<file path="config.mk">
export PLATFORM = sky130hd
export DESIGN_NAME = instr_mem_loader
export DESIGN_NICKNAME = d
export VERILOG_FILES = /design/src/rtl/instr_mem_loader.sv
export SDC_FILE = /design/constraint.sdc
export NUM_CORES = 1
export LEC_CHECK = 0
export CAP_MARGIN = 20
export CELL_PAD_IN_SITES_DETAIL_PLACEMENT = 0
export CELL_PAD_IN_SITES_GLOBAL_PLACEMENT = 1
export CORE_MARGIN = 3
export CORE_UTILIZATION = 31
export CTS_BUF_LIST = sky130_fd_sc_hd__clkbuf_4
export DETAILED_ROUTE_END_ITERATION = 16
export PLACE_DENSITY = 0.78
export SYNTH_ARGS = -nofsm -noshare
export SYNTH_HDL_FRONTEND = slang
export SYNTH_SLANG_ARGS = --single-unit
export TNS_END_PERCENT = 20
</file>
<file path="constraint.sdc">
create_clock -name i_clk -period 2.1 [get_ports i_clk]
set_input_delay 0.315 -clock i_clk [delete_from_list [all_inputs] [get_ports i_clk]]
set_output_delay 0.315 -clock i_clk [all_outputs]
set_load 0.02 [all_outputs]
</file>
<file path="src/rtl/instr_mem_loader.sv">
// instr_mem_loader: UART byte stream to instruction RAM loader; hands the RAM to the CPU after a halt word.
// Optional macro LOADER_TIMEOUT_EN discards a partial word after TIMEOUT_CYCLES idle cycles.
module instr_mem_loader #(
  parameter int RAM_WIDTH      = 32,
  parameter int RAM_DEPTH      = 2048,
  parameter int TIMEOUT_CYCLES = 100000
) (
  input  logic                 i_clk,
  input  logic                 i_rst,
  input  logic                 i_start,
  input  logic [7:0]           i_rx_data,
  input  logic                 i_rx_done,
  input  logic [RAM_WIDTH-1:0] i_pc,
  input  logic                 i_cpu_en,
  output logic [RAM_WIDTH-1:0] o_addra,
  output logic [RAM_WIDTH-1:0] o_dina,
  output logic                 o_wea,
  output logic                 o_ena,
  output logic                 o_loading,
  output logic                 o_load_done,
  output logic                 o_error,
  output logic [11:0]          o_word_count
);
  typedef enum logic [2:0] {IDLE, RECV, WRITE, DONE, ERROR} state_t;
  if (RAM_DEPTH < 1 || RAM_DEPTH > 4096 || TIMEOUT_CYCLES < 1) begin : g_bad_cfg
    $error("instr_mem_loader: unsupported parameters");
  end
  state_t      state_q, state_d;
  logic [1:0]  byte_cnt_q, byte_cnt_d;
  logic [31:0] asm_q, asm_d;
  logic [31:0] word_q, word_d;
  logic [11:0] word_count_q, word_count_d;
  logic [31:0] shifted;
  logic        rx_ok;
`ifdef LOADER_TIMEOUT_EN
  localparam int TW = $clog2(TIMEOUT_CYCLES + 1);
  logic [TW-1:0] to_q, to_d;
`endif
  always_comb begin
    state_d      = state_q;
    byte_cnt_d   = byte_cnt_q;
    asm_d        = asm_q;
    word_d       = word_q;
    word_count_d = word_count_q;
    shifted      = {asm_q[23:0], i_rx_data};
    rx_ok        = i_rx_done && (state_q == RECV || state_q == WRITE);
`ifdef LOADER_TIMEOUT_EN
    to_d         = '0;
`endif
    if (state_q == IDLE && i_start) state_d = RECV;
    if (rx_ok) begin
      asm_d      = shifted;
      byte_cnt_d = byte_cnt_q + 2'd1;
      if (byte_cnt_q == 2'd3) begin
        word_d  = shifted;
        state_d = WRITE;
      end
    end
    // byte_cnt is 0 in WRITE, so a byte landing here only starts the next word
    if (state_q == WRITE) begin
      word_count_d = word_count_q + 12'd1;
      state_d      = (word_q == 32'hFFFF_FFFF) ? DONE :
                     (word_count_q == 12'(RAM_DEPTH - 1)) ? ERROR : RECV;
    end
`ifdef LOADER_TIMEOUT_EN
    if (state_q == RECV && !i_rx_done && byte_cnt_q != 2'd0) begin
      if (to_q == TW'(TIMEOUT_CYCLES - 1)) begin
        byte_cnt_d = 2'd0;
        asm_d      = '0;
      end else begin
        to_d = to_q + 1'b1;
      end
    end
`endif
  end
  always_ff @(posedge i_clk) begin
    if (i_rst) begin
      state_q      <= IDLE;
      byte_cnt_q   <= '0;
      asm_q        <= '0;
      word_q       <= '0;
      word_count_q <= '0;
`ifdef LOADER_TIMEOUT_EN
      to_q         <= '0;
`endif
    end else begin
      state_q      <= state_d;
      byte_cnt_q   <= byte_cnt_d;
      asm_q        <= asm_d;
      word_q       <= word_d;
      word_count_q <= word_count_d;
`ifdef LOADER_TIMEOUT_EN
      to_q         <= to_d;
`endif
    end
  end
  assign o_addra      = (state_q == DONE) ? i_pc : RAM_WIDTH'(word_count_q);
  assign o_dina       = RAM_WIDTH'(word_q);
  assign o_wea        = state_q == WRITE;
  assign o_ena        = (state_q == WRITE) || (state_q == DONE && i_cpu_en);
  assign o_loading    = state_q == RECV || state_q == WRITE;
  assign o_load_done  = state_q == DONE;
  assign o_error      = state_q == ERROR;
  assign o_word_count = word_count_q;
endmodule

</file>
# Word-level counts from Yosys, hierarchy flattened

Cells that the tools add are included.

Add/sub/neg operators: 2
Multipliers: 0
Divide/modulo/power cells: 0
Magnitude comparators: 0
Eq/ne operators: 7
Shift operators: 0
Muxes and demuxes: 7
Bitwise logic cells: 0
Reduce and logical (&&, ||, !) cells: 7

Operators with widths:

| kind                    | number |
|---|---|
| $eq A32 B32 Y1 const B  | 1 |
| $mux W32                | 1 |
| $mux W3                 | 6 |
| $add A12 B1 Y12 const B | 1 |
| $eq A12 B11 Y1 const B  | 1 |
| $eq A3 B2 Y1 const B    | 2 |
| $eq A3 B1 Y1 const B    | 1 |
| $eq A3 B3 Y1 const B    | 1 |
| $logic_and A1 B1 Y1     | 3 |
| $logic_not A3 Y1        | 1 |
| $add A2 B1 Y2 const B   | 1 |
| $eq A2 B2 Y1 const B    | 1 |
| $logic_or A1 B1 Y1      | 2 |
| $reduce_and A2 Y1       | 1 |

Bits in registers: 73
Latch bits: 0
Memory bits (writable): 0
Bits in read-only memories: 0
Input bits: 45
Output and inout port bits: 81
Word-level logic and storage cells: 28
Memories kept: 0

# Logic depth before layout (Yosys ltp)

Gate-level depths: netlist of run 1.

Word-level depth: 6
Depth in mapped cells: 7
Gate-level depth less buffers: 5

# Worst setup path before layout of run 1

OpenSTA, ideal clock, no wires.

Path type: register -> output
From: register state_q[2]
To: output port o_addra[7]
Data arrival time: 1.622 ns
Required time: 1.785 ns
Slack: 0.163 ns
Cell stages (with the launch flop): 6
Path buffers: 2
Cells stage by stage: dfxtp_1 > inv_1 > and3_1 > clkbuf_1 > clkbuf_1 > o21ai_0

Longest elaborated chain between the ends: 2

Ends and longest elaborated chain:

| what                   | RTL line | RTL |
|---|---|---|
| from (decl)            | 28       | `state_t state_q, state_d;` |
| from (signal assigned) | 87       | `state_q <= state_d;` |
| $eq A3 B2 Y1           | --       |  |
| named net o_load_done  | 20       | `output logic o_load_done,` |
| $mux W32               | 97       | `assign o_addra = (state_q == DONE) ? i_pc : RAM_WIDTH'(word_count_q);` |
| to (decl)              | 15       | `output logic [RAM_WIDTH-1:0] o_addra,` |

The timed path passes the listed nets, and every way through them passes these cells.

# Worst setup path in the final report of run 1

From: register state_q[2]
To: output port o_addra[6]

Longest elaborated chain between the ends: 2

Ends and longest elaborated chain:

| what         | RTL line |
|---|---|
| $eq A3 B2 Y1 | 97 |
| $mux W32     | 97 |

No other way between the ends.

==> results of run 1 <==
[cell type report]
| cell class | instances | share of cell area |
|---|---|---|
| Multi-Input combinational cell | 288 | 0.322 |
| Sequential cell | 73 | 0.319 |
| Timing Repair Buffer | 139 | 0.290 |
| Tap cell | 129 | 0.0352 |
| Clock inverter | 7 | 0.0153 |
| Clock buffer | 9 | 0.0147 |
| Inverter | 5 | 0.00409 |
[cells by family after synthesis]
logic type      Yosys count  share of synthesized area
flops                    73                      0.476
simple gates            194                      0.279
compound gates           71                      0.123
mux                      10                     0.0366
xor+xnor                 11                     0.0314
buf+inv                  32                     0.0468
fa+ha+maj                 2                    0.00814
[stage by stage]
step	hold slack, ns	std cells	cell area, um^2	total power, uW	worst slack (ns)
floorplan	0.432	393	3070	1500	0.163
detailed placement	0.447	633	4500	1600	0.117
finish	0.280	650	4590	2430	0.0895
global route	0.264	650	4590	2550	-0.00282
CTS	0.252	650	4580	2460	0.0304
global placement	0.446	633	4500	1600	0.165
[worst max-delay path, stage by stage (launching register included)]
cell	delay, ns
dfxtp_2	0.33
inv_1	0.06
and3_4	0.24
buf_16	0.15
mux2_2	0.34
buf_4	0.16
[worst paths after layout]
check / from / to / slack (ns)
max: state_q[2]$_SDFF_PP0_ / o_addra[6] / 0.09
min: i_rst / o_word_count[7]$_SDFFE_PP0P_ / 0.28
max reg2reg: state_q[2]$_SDFF_PP0_ / o_word_count[9]$_SDFFE_PP0P_ / 0.33
min reg2reg: asm_q[17]$_SDFFE_PP0N_ / o_dina[25]$_SDFFE_PP0P_ / 0.45
[state kept, by name, indices dropped and copies added (netlist names)]
| register | cells |
|---|---|
| asm_q | 24 |
| byte_cnt_q | 2 |
| o_word_count | 12 |
| state_q | 3 |
| o_dina | 32 |
[power by group]
part / internal [uW] / switching [uW] / total [uW]
logic: 93.8 / 67.9 / 162
registers: 1400 / 9.46 / 1410
clock network: 361 / 502 / 863
[cell usage after synthesis, drive strengths merged]
cell type and instances:
nand2 125, dfxtp 73, a21oi 60, and2 20
clkbuf 20, nor2 15, mux2 10, nand4 10
xnor2 8, buf 7, nor3 6, inv 5
nand3 5, nor4 5, o21ai 5, and3 3
xor2 3, ha 2, or3 2, a311oi 1
a31oi 1, a32o 1, a41o 1, a41oi 1
o221ai 1, or2 1, or2b 1, or3b 1
[routing by layer]
layer / share of wire / track usage
met5: 0 / 0
met4: 0.017 / 0.0620
met3: 0.035 / 0.0306
met2: 0.49 / 0.268
met1: 0.46 / 0.223
[timing repair]
| action | CTS | global route |
|---|---|---|
| pin swaps | 0 | 0 |
| cloned | 1 | 0 |
| resized for setup | 69 | 3 |
| buffers inserted | 0 | 0 |
| endpoints found under the setup margin | 36 | 4 |
==> metrics.log, run 1 <==
INFO  metric detail_route.wl_per_cell = 14.1 um
INFO  metric post_route_cells_drive_above_1_share = 0.102
INFO  metric remaining_drc_errors = 0
INFO  metric timing_worst_setup_path_type = flop to output port
INFO  metric grt_setup_unrepaired = yes
INFO  metric timing.critical_path.fanout_max = 17
INFO  metric avgViaCountPerCell = 4.68
INFO  metric grt_remaining_overflow = 0
INFO  metric synth_area_leader_cell = dfxtp_1
INFO  metric syn_to_final_growth = 49.3%
INFO  metric postRouteAntennaNets = 0
INFO  metric track_usage = 0.167
INFO  metric hold_path_class = input pin to flop
INFO  metric ys_seq_area_frac = 0.476
INFO  metric synthesis.nets = 440
INFO  metric antenna_cells_inserted = 0
INFO  metric hold_bufs_at_cts = 0
INFO  metric seqCellArea = ~1500 um^2
INFO  metric synth_area_leaders = dfxtp_1, nand2_1, a21oi_1
INFO  metric synth.ff_latch_count = 73
INFO  metric powerDensity = around 530 nW/um^2
INFO  metric drt_pre_antenna_iters = 4
INFO  metric number_of_buffers_on_the_longest_clock_path = 2
INFO  metric timing.critical_path.required = around 1.8 ns
INFO  metric layout.core_utilization = 0.487
INFO  metric finalSetupTns = 0 ns
INFO  metric irDropWorstVdd = roughly 0.31 mV
INFO  metric cts_made_buffers = 9
INFO  metric post_synth.cell_area_avg = approximately 7.8 um^2
INFO  metric critPathArrivalTime = around 1.7 ns
INFO  metric clock_tree_from_tritoncts = yes
INFO  metric yosysUniqueCellTypes = 30
INFO  metric clock_sinks = 73
INFO  metric number_of_placement_rows = 35
INFO  metric slew-limit-headroom = 0.682
INFO  metric finalSetupViolations = 0
INFO  metric syn_std_cell_area = 3070 um^2
INFO  metric num-nets-final = ~560
INFO  metric global_route_wire_length_before_repair = 15,000 um
INFO  metric report.final.slew_viol_count = 0
INFO  metric leakage_power_summed_over_all_cells = 0.00174 uW
INFO  metric yosys_warnings = 0
INFO  metric startpoint_type = flop
INFO  metric die-height = approximately 110 um
INFO  metric number_of_cells_traversed_by_the_worst_register_to_register_path = 6
INFO  metric drv.max_cap_violation_count = 0
INFO  metric grt_antenna_before_repair = 0
INFO  metric clkLatencyLatePin = about 0.41 ns
INFO  metric timing_worst_slew_pin_value = between 0.4 and 0.5 ns
INFO  metric floorplan.core_area = approximately 9400 um^2
INFO  metric finalClockSkew = between 0.01 and 0.015 ns
INFO  metric final_wirelength = about 9000 um
INFO  metric chipWidth = around 110 um
INFO  metric fillerInstances = about 950
INFO  metric detail_route.iter0.violations = 180
INFO  metric netlist_instances = 393
INFO  metric hpwlAfterDp = slightly below 7000 um
INFO  metric h-tree-depth = 3
INFO  metric status = finished clean
INFO  metric yosys.area.top_type_share = 0.476
INFO  metric finalCritPeriodShare = 0.957
INFO  metric finalCriticalPeriod = 2.01 ns
INFO  metric routabilityCongestion = approximately 0.72
INFO  metric endpoint_kind = output port
INFO  metric multiInputGateArea = roughly 1500 um^2
INFO  metric max_freq = ~0.50 GHz
INFO  metric ioPinCount = between 100 and 150
INFO  metric vias_in_the_first_global_route = 2,864
INFO  metric buffer_ports.inserted = approximately 130
INFO  metric most_used_cells_in_the_layout_excluding_fill_and_tap_cells = nand2_1, clkdlybuf4s50_1, dfxtp_1
INFO  metric initial_core_util = 0.326
INFO  metric cts.root.buffer_cell = clkbuf_4
INFO  metric vias = about 3,000
INFO  metric min_path_cells = 2
INFO  metric layout_commonest_cell = nand2_1
INFO  metric clk_transition_reported_paths = approximately 0.11 ns
INFO  metric hold_violations = 0
INFO  metric die_outline_area = 11,100 um^2
INFO  metric maximum_number_of_pins_on_one_net_before_global_route_repair = 59
Note: power is estimated with default switching activity, not from simulation.
==> run 2, diff against run 1 <==
--- a/config.mk
+++ b/config.mk
@@ -12,8 +12,9 @@
 export CORE_UTILIZATION = 31
 export CTS_BUF_LIST = sky130_fd_sc_hd__clkbuf_4
 export DETAILED_ROUTE_END_ITERATION = 16
+export GPL_ROUTABILITY_DRIVEN = 0
 export PLACE_DENSITY = 0.78
 export SYNTH_ARGS = -nofsm -noshare
 export SYNTH_HDL_FRONTEND = slang
 export SYNTH_SLANG_ARGS = --single-unit
-export TNS_END_PERCENT = 20
+export TNS_END_PERCENT = 30
==> constraint.sdc (replaced) <==
create_clock -name i_clk -period 2.1 [get_ports i_clk]
set_input_delay 0.42 -clock i_clk [delete_from_list [all_inputs] [get_ports i_clk]]
set_output_delay 0.42 -clock i_clk [all_outputs]
set_load 0.02 [all_outputs]
==> run 2 against run 1 <==
- clock-buffer cell count increased by 2
- via count shrank 0.20%
- worst setup slack worse by 0.052 ns
- combinational power rose by 3%
- register-to-register slack about the same
- die area stayed put
- global-route usage down 0.15 points
- cell count up 0.15%
- highest routed layer unchanged
==> metrics.log, run 2 (synthesis gave the netlist of run 1 again) <==
INFO  metric antenna_cells_inserted = 0 (unchanged)
INFO  metric clock_tree_from_tritoncts = yes
INFO  metric finalCriticalPeriod = 2.06 ns (+0.0518 ns)
INFO  metric timing.critical_path.required = 1.68 ns (-0.10 ns)
INFO  metric critPathSlowestCell = dfxtp_2
INFO  metric critical_path.cell_chain = inv_1 -> and3_4 -> buf_12 -> mux2_2 -> buf_2
INFO  metric avgViaCountPerCell = 4.66 (-0.35%)
INFO  metric vias = 3,035 (-0.20%)
INFO  metric finalSetupViolations = 0 (unchanged)
INFO  metric status = finished clean
INFO  metric slew-limit-headroom = 0.591 (-0.0908)
INFO  metric number_of_placement_rows = 35 (unchanged)
INFO  metric hold_path_class = flop to flop
INFO  metric detail_route.wl_per_cell = 14.2 um (+0.50%)
INFO  metric hpwlAfterDp = 6740 um (-0.13%)
INFO  metric chipWidth = 106 um (unchanged)
INFO  metric wl_met2 = 4500 um (-0.27%)
INFO  metric timing_worst_slew_pin_value = 0.613 ns (+0.141 ns)
INFO  metric clkLatencyLatePin = 0.41 ns (about the same)
INFO  metric hold_bufs_at_cts = 0 (unchanged)
INFO  metric power.clock.fraction = 0.358 (+0.003)
INFO  metric ff_to_ff_end = o_word_count[9]$_SDFFE_PP0P_
INFO  metric switching_share = 0.232 (-0.00688)
INFO  metric finalClockSkew = 0.0161 ns (+0.00272 ns)
INFO  metric hold_violations = 0 (unchanged)
INFO  metric dp_worst_setup_slack = -0.0559 ns (-0.173 ns)
INFO  metric number_of_buffers_on_the_longest_clock_path = 2 (unchanged)
INFO  metric die-height = 106 um (unchanged)
INFO  metric drv.max_cap_violation_count = 0 (unchanged)
INFO  metric drt_pre_antenna_iters = 4 (unchanged)
INFO  metric hold-path-endpoint = o_dina[25]$_SDFFE_PP0P_
INFO  metric crit_path_max_incr_delay = 0.33 ns (about the same)
INFO  metric met3_length = 367 um (+13%)
INFO  metric cts_made_buffers = 9 (unchanged)
INFO  metric largest_register_ffs = 32 (unchanged)
INFO  metric syn_to_final_growth = 50.0%
INFO  metric r2r_startpoint = state_q[2]$_SDFF_PP0_
INFO  metric critPathArrivalTime = 1.64 ns (-0.06 ns)
INFO  metric remaining_drc_errors = 0 (unchanged)
INFO  metric post_route_cells_drive_above_1_share = 0.136 (+0.0343)
INFO  metric report.final.slew_viol_count = 0 (unchanged)
INFO  metric cts.root.buffer_cell = clkbuf_4
INFO  metric worstSetupPathDepth = 5 (unchanged)
INFO  metric dp_cells = 634 (+0.16%)
INFO  metric timing.critical_path.fanout_max = 18 (+1)
INFO  metric number_of_cells_traversed_by_the_worst_register_to_register_path = 6 (unchanged)
INFO  metric timing_worst_setup_path_type = flop to output port
INFO  metric track_usage = 0.165 (-0.00153)
INFO  metric power.net_switching = 567 uW (-2.1%)
INFO  metric route.top_layer_used = met4
INFO  metric reg2reg_setup_slack = 0.32 ns (about the same)
INFO  metric clock_sinks = 73 (unchanged)
INFO  metric initial_core_util = 0.326 (unchanged)
INFO  metric leakage_power_summed_over_all_cells = 0.00166 uW (-4.8%)
INFO  metric final_wirelength = 9250 um (+0.65%)
INFO  metric critPathBufInv = 3 (unchanged)
INFO  metric endpoint_kind = output port
INFO  metric startpoint_type = flop
INFO  metric seq_power_share = 0.574 (-0.004)
INFO  metric clk_transition_reported_paths = 0.12 ns (about the same)
INFO  metric buffer_ports.inserted = 125 (unchanged)
INFO  metric detail_route.iter0.violations = 110 (-39%)
INFO  metric power_frac_comb = 0.068 (about the same)
INFO  metric min_path_cells = 2 (unchanged)
INFO  metric layout_commonest_cell = nand2_1
INFO  metric floorplan.core_area = 9420 um^2 (unchanged)
INFO  metric most_used_cells_in_the_layout_excluding_fill_and_tap_cells = nand2_1, clkdlybuf4s50_1, dfxtp_1
INFO  metric grt_antenna_before_repair = 0 (unchanged)
INFO  metric postRouteAntennaNets = 0 (unchanged)
INFO  metric timing.final.ws_setup = 0.0377 ns (-0.0518 ns)
INFO  metric critical-path-top-delay-family = buffers and inverters
INFO  metric grt_setup_unrepaired = yes
INFO  metric vias_in_the_first_global_route = 2,850 (-0.49%)
INFO  metric die_outline_area = 11,100 um^2 (unchanged)
INFO  metric m1_wire_length = 4280 um (+1.8%)
INFO  metric maximum_number_of_pins_on_one_net_before_global_route_repair = 34 (-42%)
INFO  metric worstHoldStart = asm_q[17]$_SDFFE_PP0N_
INFO  metric max_freq = 0.485 GHz (-2.5%)
INFO  metric global_route_wire_length_before_repair = 14,900 um (-0.69%)
INFO  metric stdcell_count = 651 (+0.15%)
INFO  metric num-nets-final = 564 (+0.18%)
INFO  metric p_int = 1880 uW (+1.7%)
INFO  metric h-tree-depth = 3 (unchanged)
INFO  metric irDropWorstVdd = 0.267 mV (-15%)
INFO  metric ioPinCount = 126 (unchanged)
INFO  metric grt_remaining_overflow = 0 (unchanged)
INFO  metric powerDensity = 531 nW/um^2 (+0.36%)
INFO  metric finalCritPeriodShare = 0.982 (+0.0247)
run 2: cell count changes in the layout (fill, tap and decap cells not counted), moves of 2 or more:
cell	delta
clkdlybuf4s15_2	+8
buf_4	+2
clkdlybuf4s15_1	+8
clkinv_2	+2
clkbuf_4	+2
clkinv_1	-2
buf_2	+3
dlygate4sd2_1	-21
run 2: what timing repair did:
item,in CTS,in global routing
setup endpoints to repair,37,31
cloned,1,0
pin swaps,0,1
gates resized for setup,106,14
buffers inserted,1,0
run 2: worst max-delay path by stage:
stage,from,end,slack [ns]
floorplan,state_q[2]$_SDFF_PP0_,o_addra[7],0.06
global placement,i_cpu_en,o_ena,-0.05
detailed placement,i_cpu_en,o_ena,-0.06
CTS,state_q[2]$_SDFF_PP0_,o_addra[3],-0.06
global route,state_q[2]$_SDFF_PP0_,o_addra[0],-0.05
finish,state_q[2]$_SDFF_PP0_,o_addra[2],0.04
run 2: per-stage QoR:
stage	util	area, um^2	hold slack (ns)	TNS (ns)	total power, uW
after global routing	0.489	4610	0.485	-0.414	2560
after floorplan	-	3070	0.432	0	1500
final	0.489	4610	0.460	0	2450
after detailed placement	0.480	4520	0.444	-0.0559	1600
after CTS	0.491	4620	0.451	-0.0646	2480
after global placement	0.480	4520	0.446	-0.0467	1600
run 2: worst reg2reg max path, delay by kind of cell, from the launching register on:
kind | cells | cell delay (ns)
AND/OR/NAND/NOR | 2 | 0.67
AO/OA/AOI/OAI | 2 | 0.36
flip-flops | 1 | 0.33
buffers and inverters | 2 | 0.32
run 2: cell type report:
| type | count | area, um^2 |
|---|---|---|
| fillers | 939 | 4810 |
| clock buffers | 11 | 82.6 |
| well taps | 129 | 161 |
| repair buffers | 140 | 1350 |
| clock inverters | 5 | 56.3 |
| inverters | 5 | 18.8 |
| flip-flops and latches | 73 | 1460 |
| multi-input cells | 288 | 1480 |
run 2: power groups by stage:
stage               Combinational [uW]  Clock, uW  Sequential [uW]
detailed placement                 167          0             1440
global placement                   166          0             1440
finish                             167        876             1410
global route                       181        970             1410
floorplan                         61.8          0             1430
CTS                                167        909             1410
run 2: per-layer routing:
metal | vias to the layer above | global-route usage
met5 | - | 0
met4 | 0 | 0.0546
met3 | 9 | 0.0257
met2 | 78 | 0.270
met1 | 1392 | 0.223
li1 | 1556 | -
==> run 3, diff against run 2 <==
--- a/config.mk
+++ b/config.mk
@@ -5,9 +5,11 @@
 export SDC_FILE = /design/constraint.sdc
 export NUM_CORES = 1
 export LEC_CHECK = 0
+export ABC_AREA = 0
 export CAP_MARGIN = 20
 export CELL_PAD_IN_SITES_DETAIL_PLACEMENT = 0
 export CELL_PAD_IN_SITES_GLOBAL_PLACEMENT = 1
+export CORE_ASPECT_RATIO = 1.2
 export CORE_MARGIN = 3
 export CORE_UTILIZATION = 31
 export CTS_BUF_LIST = sky130_fd_sc_hd__clkbuf_4
==> run 3 against run 2 <==
- the run now ends with setup timing left
- clock power shrank 4.6%
- utilization down 1.1 points
- die area barely moved
- largest power group unchanged
- highest routed layer unchanged
==> metrics.log, run 3 (synthesis gave the netlist of run 1 again) <==
INFO  metric number_of_placement_rows = 39 (+11%)
INFO  metric critPathArrivalTime = 1.68 ns (+0.04 ns)
INFO  metric finalSetupViolations = 1 (+1)
INFO  metric global_route_wire_length_before_repair = 14,900 um (-0.27%)
INFO  metric leakage_power_summed_over_all_cells = 0.00171 uW (+2.9%)
INFO  metric num-nets-final = 569 (+0.89%)
INFO  metric syn_to_final_growth = 49.8%
INFO  metric drv.max_cap_violation_count = 0 (unchanged)
INFO  metric largest_register_ffs = 32 (unchanged)
INFO  metric seqCellArea = 1460 um^2 (unchanged)
INFO  metric number_of_buffers_on_the_longest_clock_path = 2 (unchanged)
INFO  metric final_wirelength = 9280 um (+0.26%)
INFO  metric irDropWorstVdd = 0.405 mV (+52%)
INFO  metric initial_core_util = 0.320 (-0.00671)
INFO  metric clock_tree_from_tritoncts = yes
INFO  metric dp_worst_setup_slack = -0.0639 ns (-0.00802 ns)
INFO  metric clock_sinks = 73 (unchanged)
INFO  metric cts_made_buffers = 9 (unchanged)
INFO  metric fillerInstances = 973 (+3.6%)
INFO  metric grt_antenna_before_repair = 0 (unchanged)
INFO  metric buffer_ports.inserted = 125 (unchanged)
INFO  metric detail_route.iter0.violations = 106 (-3.6%)
INFO  metric finalClockSkew = 0.0140 ns (-0.00219 ns)
INFO  metric timing_worst_setup_path_type = flop to output port
INFO  metric dp_cells = 629 (-0.79%)
INFO  metric vias_in_the_first_global_route = 2,986 (+4.8%)
INFO  metric timing_worst_slew_pin_value = 0.403 ns (-0.210 ns)
INFO  metric die_outline_area = 11,100 um^2 (about the same)
INFO  metric failing_checks = setup timing
INFO  metric hold_path_class = input pin to flop
INFO  metric grt_setup_unrepaired = yes
INFO  metric max_freq = 0.476 GHz (-1.9%)
INFO  metric remaining_drc_errors = 0 (unchanged)
INFO  metric critical_path.cell_chain = inv_2 -> and3_4 -> buf_12 -> buf_6 -> mux2_4 -> buf_6
INFO  metric slew-limit-headroom = 0.729 (+0.137)
INFO  metric chipWidth = 96.9 um (-8.2%)
INFO  metric h-tree-depth = 3 (unchanged)
INFO  metric maximum_number_of_pins_on_one_net_before_global_route_repair = 59 (+74%)
INFO  metric clkLatencyLatePin = 0.40 ns (about the same)
INFO  metric timing.critical_path.required = 1.68 ns (about the same)
INFO  metric avgViaCountPerCell = 4.77 (+2.4%)
INFO  metric grt_remaining_overflow = 0 (unchanged)
INFO  metric vias = 3,097 (+2.0%)
INFO  metric most_used_cells_in_the_layout_excluding_fill_and_tap_cells = nand2_1, clkdlybuf4s50_1, dfxtp_1
INFO  metric hpwlAfterDp = 6670 um (-1.0%)
INFO  metric post_route_cells_drive_above_1_share = 0.158 (+0.0218)
INFO  metric power = 2410 uW (-1.8%)
INFO  metric drt_pre_antenna_iters = 4 (unchanged)
INFO  metric critPathSlowestCell = dfxtp_2
INFO  metric status = finished with violations
INFO  metric timing.final.ws_setup = -0.00248 ns (-0.0402 ns)
INFO  metric hold_bufs_at_cts = 0 (unchanged)
INFO  metric endpoint_kind = output port
INFO  metric die-height = 115 um (+9.0%)
INFO  metric cts.root.buffer_cell = clkbuf_4
INFO  metric critPathMostFrequentCell = buf_6
INFO  metric timing.critical_path.fanout_max = 8 (-10)
INFO  metric crit_path_max_incr_delay = 0.34 ns (about the same)
INFO  metric stdcell_count = 649 (-0.31%)
INFO  metric finalCriticalPeriod = 2.10 ns (+0.0402 ns)
INFO  metric floorplan.core_area = 9610 um^2 (+2.1%)
INFO  metric track_usage = 0.166 (+0.000693)
INFO  metric report.final.slew_viol_count = 0 (unchanged)
INFO  metric hold_violations = 0 (unchanged)
INFO  metric antenna_cells_inserted = 0 (unchanged)
INFO  metric postRouteAntennaNets = 0 (unchanged)
INFO  metric detail_route.wl_per_cell = 14.3 um (+0.57%)
INFO  metric multiInputGateArea = 1500 um^2 (+1.3%)
INFO  metric finalCritPeriodShare = 1.00 (+0.0191)
INFO  metric layout_commonest_cell = nand2_1
INFO  metric startpoint_type = flop
INFO  metric powerDensity = 523 nW/um^2 (-1.6%)
INFO  metric clk_transition_reported_paths = 0.11 ns (about the same)
INFO  metric ioPinCount = 126 (unchanged)
-- run 3: cell count changes in the layout (fill, tap and decap cells not counted), moves of 5 or more --
| cell | delta |
|---|---|
| buf_2 | +14 |
| buf_6 | +8 |
| clkdlybuf4s15_1 | -7 |
| clkdlybuf4s15_2 | -7 |
| mux2_2 | -5 |
| mux2_4 | +5 |
-- run 3: per-layer routing --
layer / vias up / share of wire / track usage
met5: - / 0 / 0
li1: 1572 / - / -
met3: 10 / 0.051 / 0.0419
met4: 0 / 0.013 / 0.0534
met1: 1413 / 0.43 / 0.194
met2: 102 / 0.51 / 0.299
-- run 3: timing repair --
action	in CTS	in global routing
gates cloned	2	0
resized for setup	145	18
setup buffers	3	1
setup endpoints to repair	37	15
-- run 3: cell type report --
type,instances,share of cell area
clock buffer,11,0.0179
inverter,5,0.00408
multi-input combinational,288,0.325
sequential,73,0.318
clock inverter,4,0.00979
timing repair buffer,145,0.291
tap,123,0.0334
-- run 3: per-stage QoR --
step / area, um^2 / TNS (ns) / hold slack [ns] / utilization
finish: 4600 / -0.00248 / 0.396 / 0.479
global route: 4600 / -0.299 / 0.368 / 0.479
CTS: 4580 / -0.334 / 0.369 / 0.476
detailed placement: 4500 / -0.0912 / 0.449 / 0.468
global placement: 4500 / -0.113 / 0.446 / 0.468
floorplan: 3070 / 0 / 0.432 / -
-- run 3: power breakdown --
group	internal (uW)	switching, uW	total, uW
registers	1400	9.33	1400
logic	94.1	70.4	165
clock network	377	459	836
total	1870	539	2410
-- run 3: final timing paths --
| check | startpoint | end | slack [ns] | depth (start not counted) |
|---|---|---|---|---|
| max | state_q[2]$_SDFF_PP0_ | o_addra[3] | -0.002 | 6 |
| min | i_rst | o_word_count[0]$_SDFFE_PP0P_ | 0.40 | 2 |
| max reg2reg | state_q[2]$_SDFF_PP0_ | o_word_count[9]$_SDFFE_PP0P_ | 0.31 | 7 |
| min reg2reg | asm_q[21]$_SDFFE_PP0N_ | o_dina[29]$_SDFFE_PP0P_ | 0.45 | 2 |
-- run 3: worst max-delay path: cells and delay by family (launching register included) --
kind,cells,cell delay (ns)
buf+inv,4,0.42
flops,1,0.34
simple gates,1,0.22
mux,1,0.29
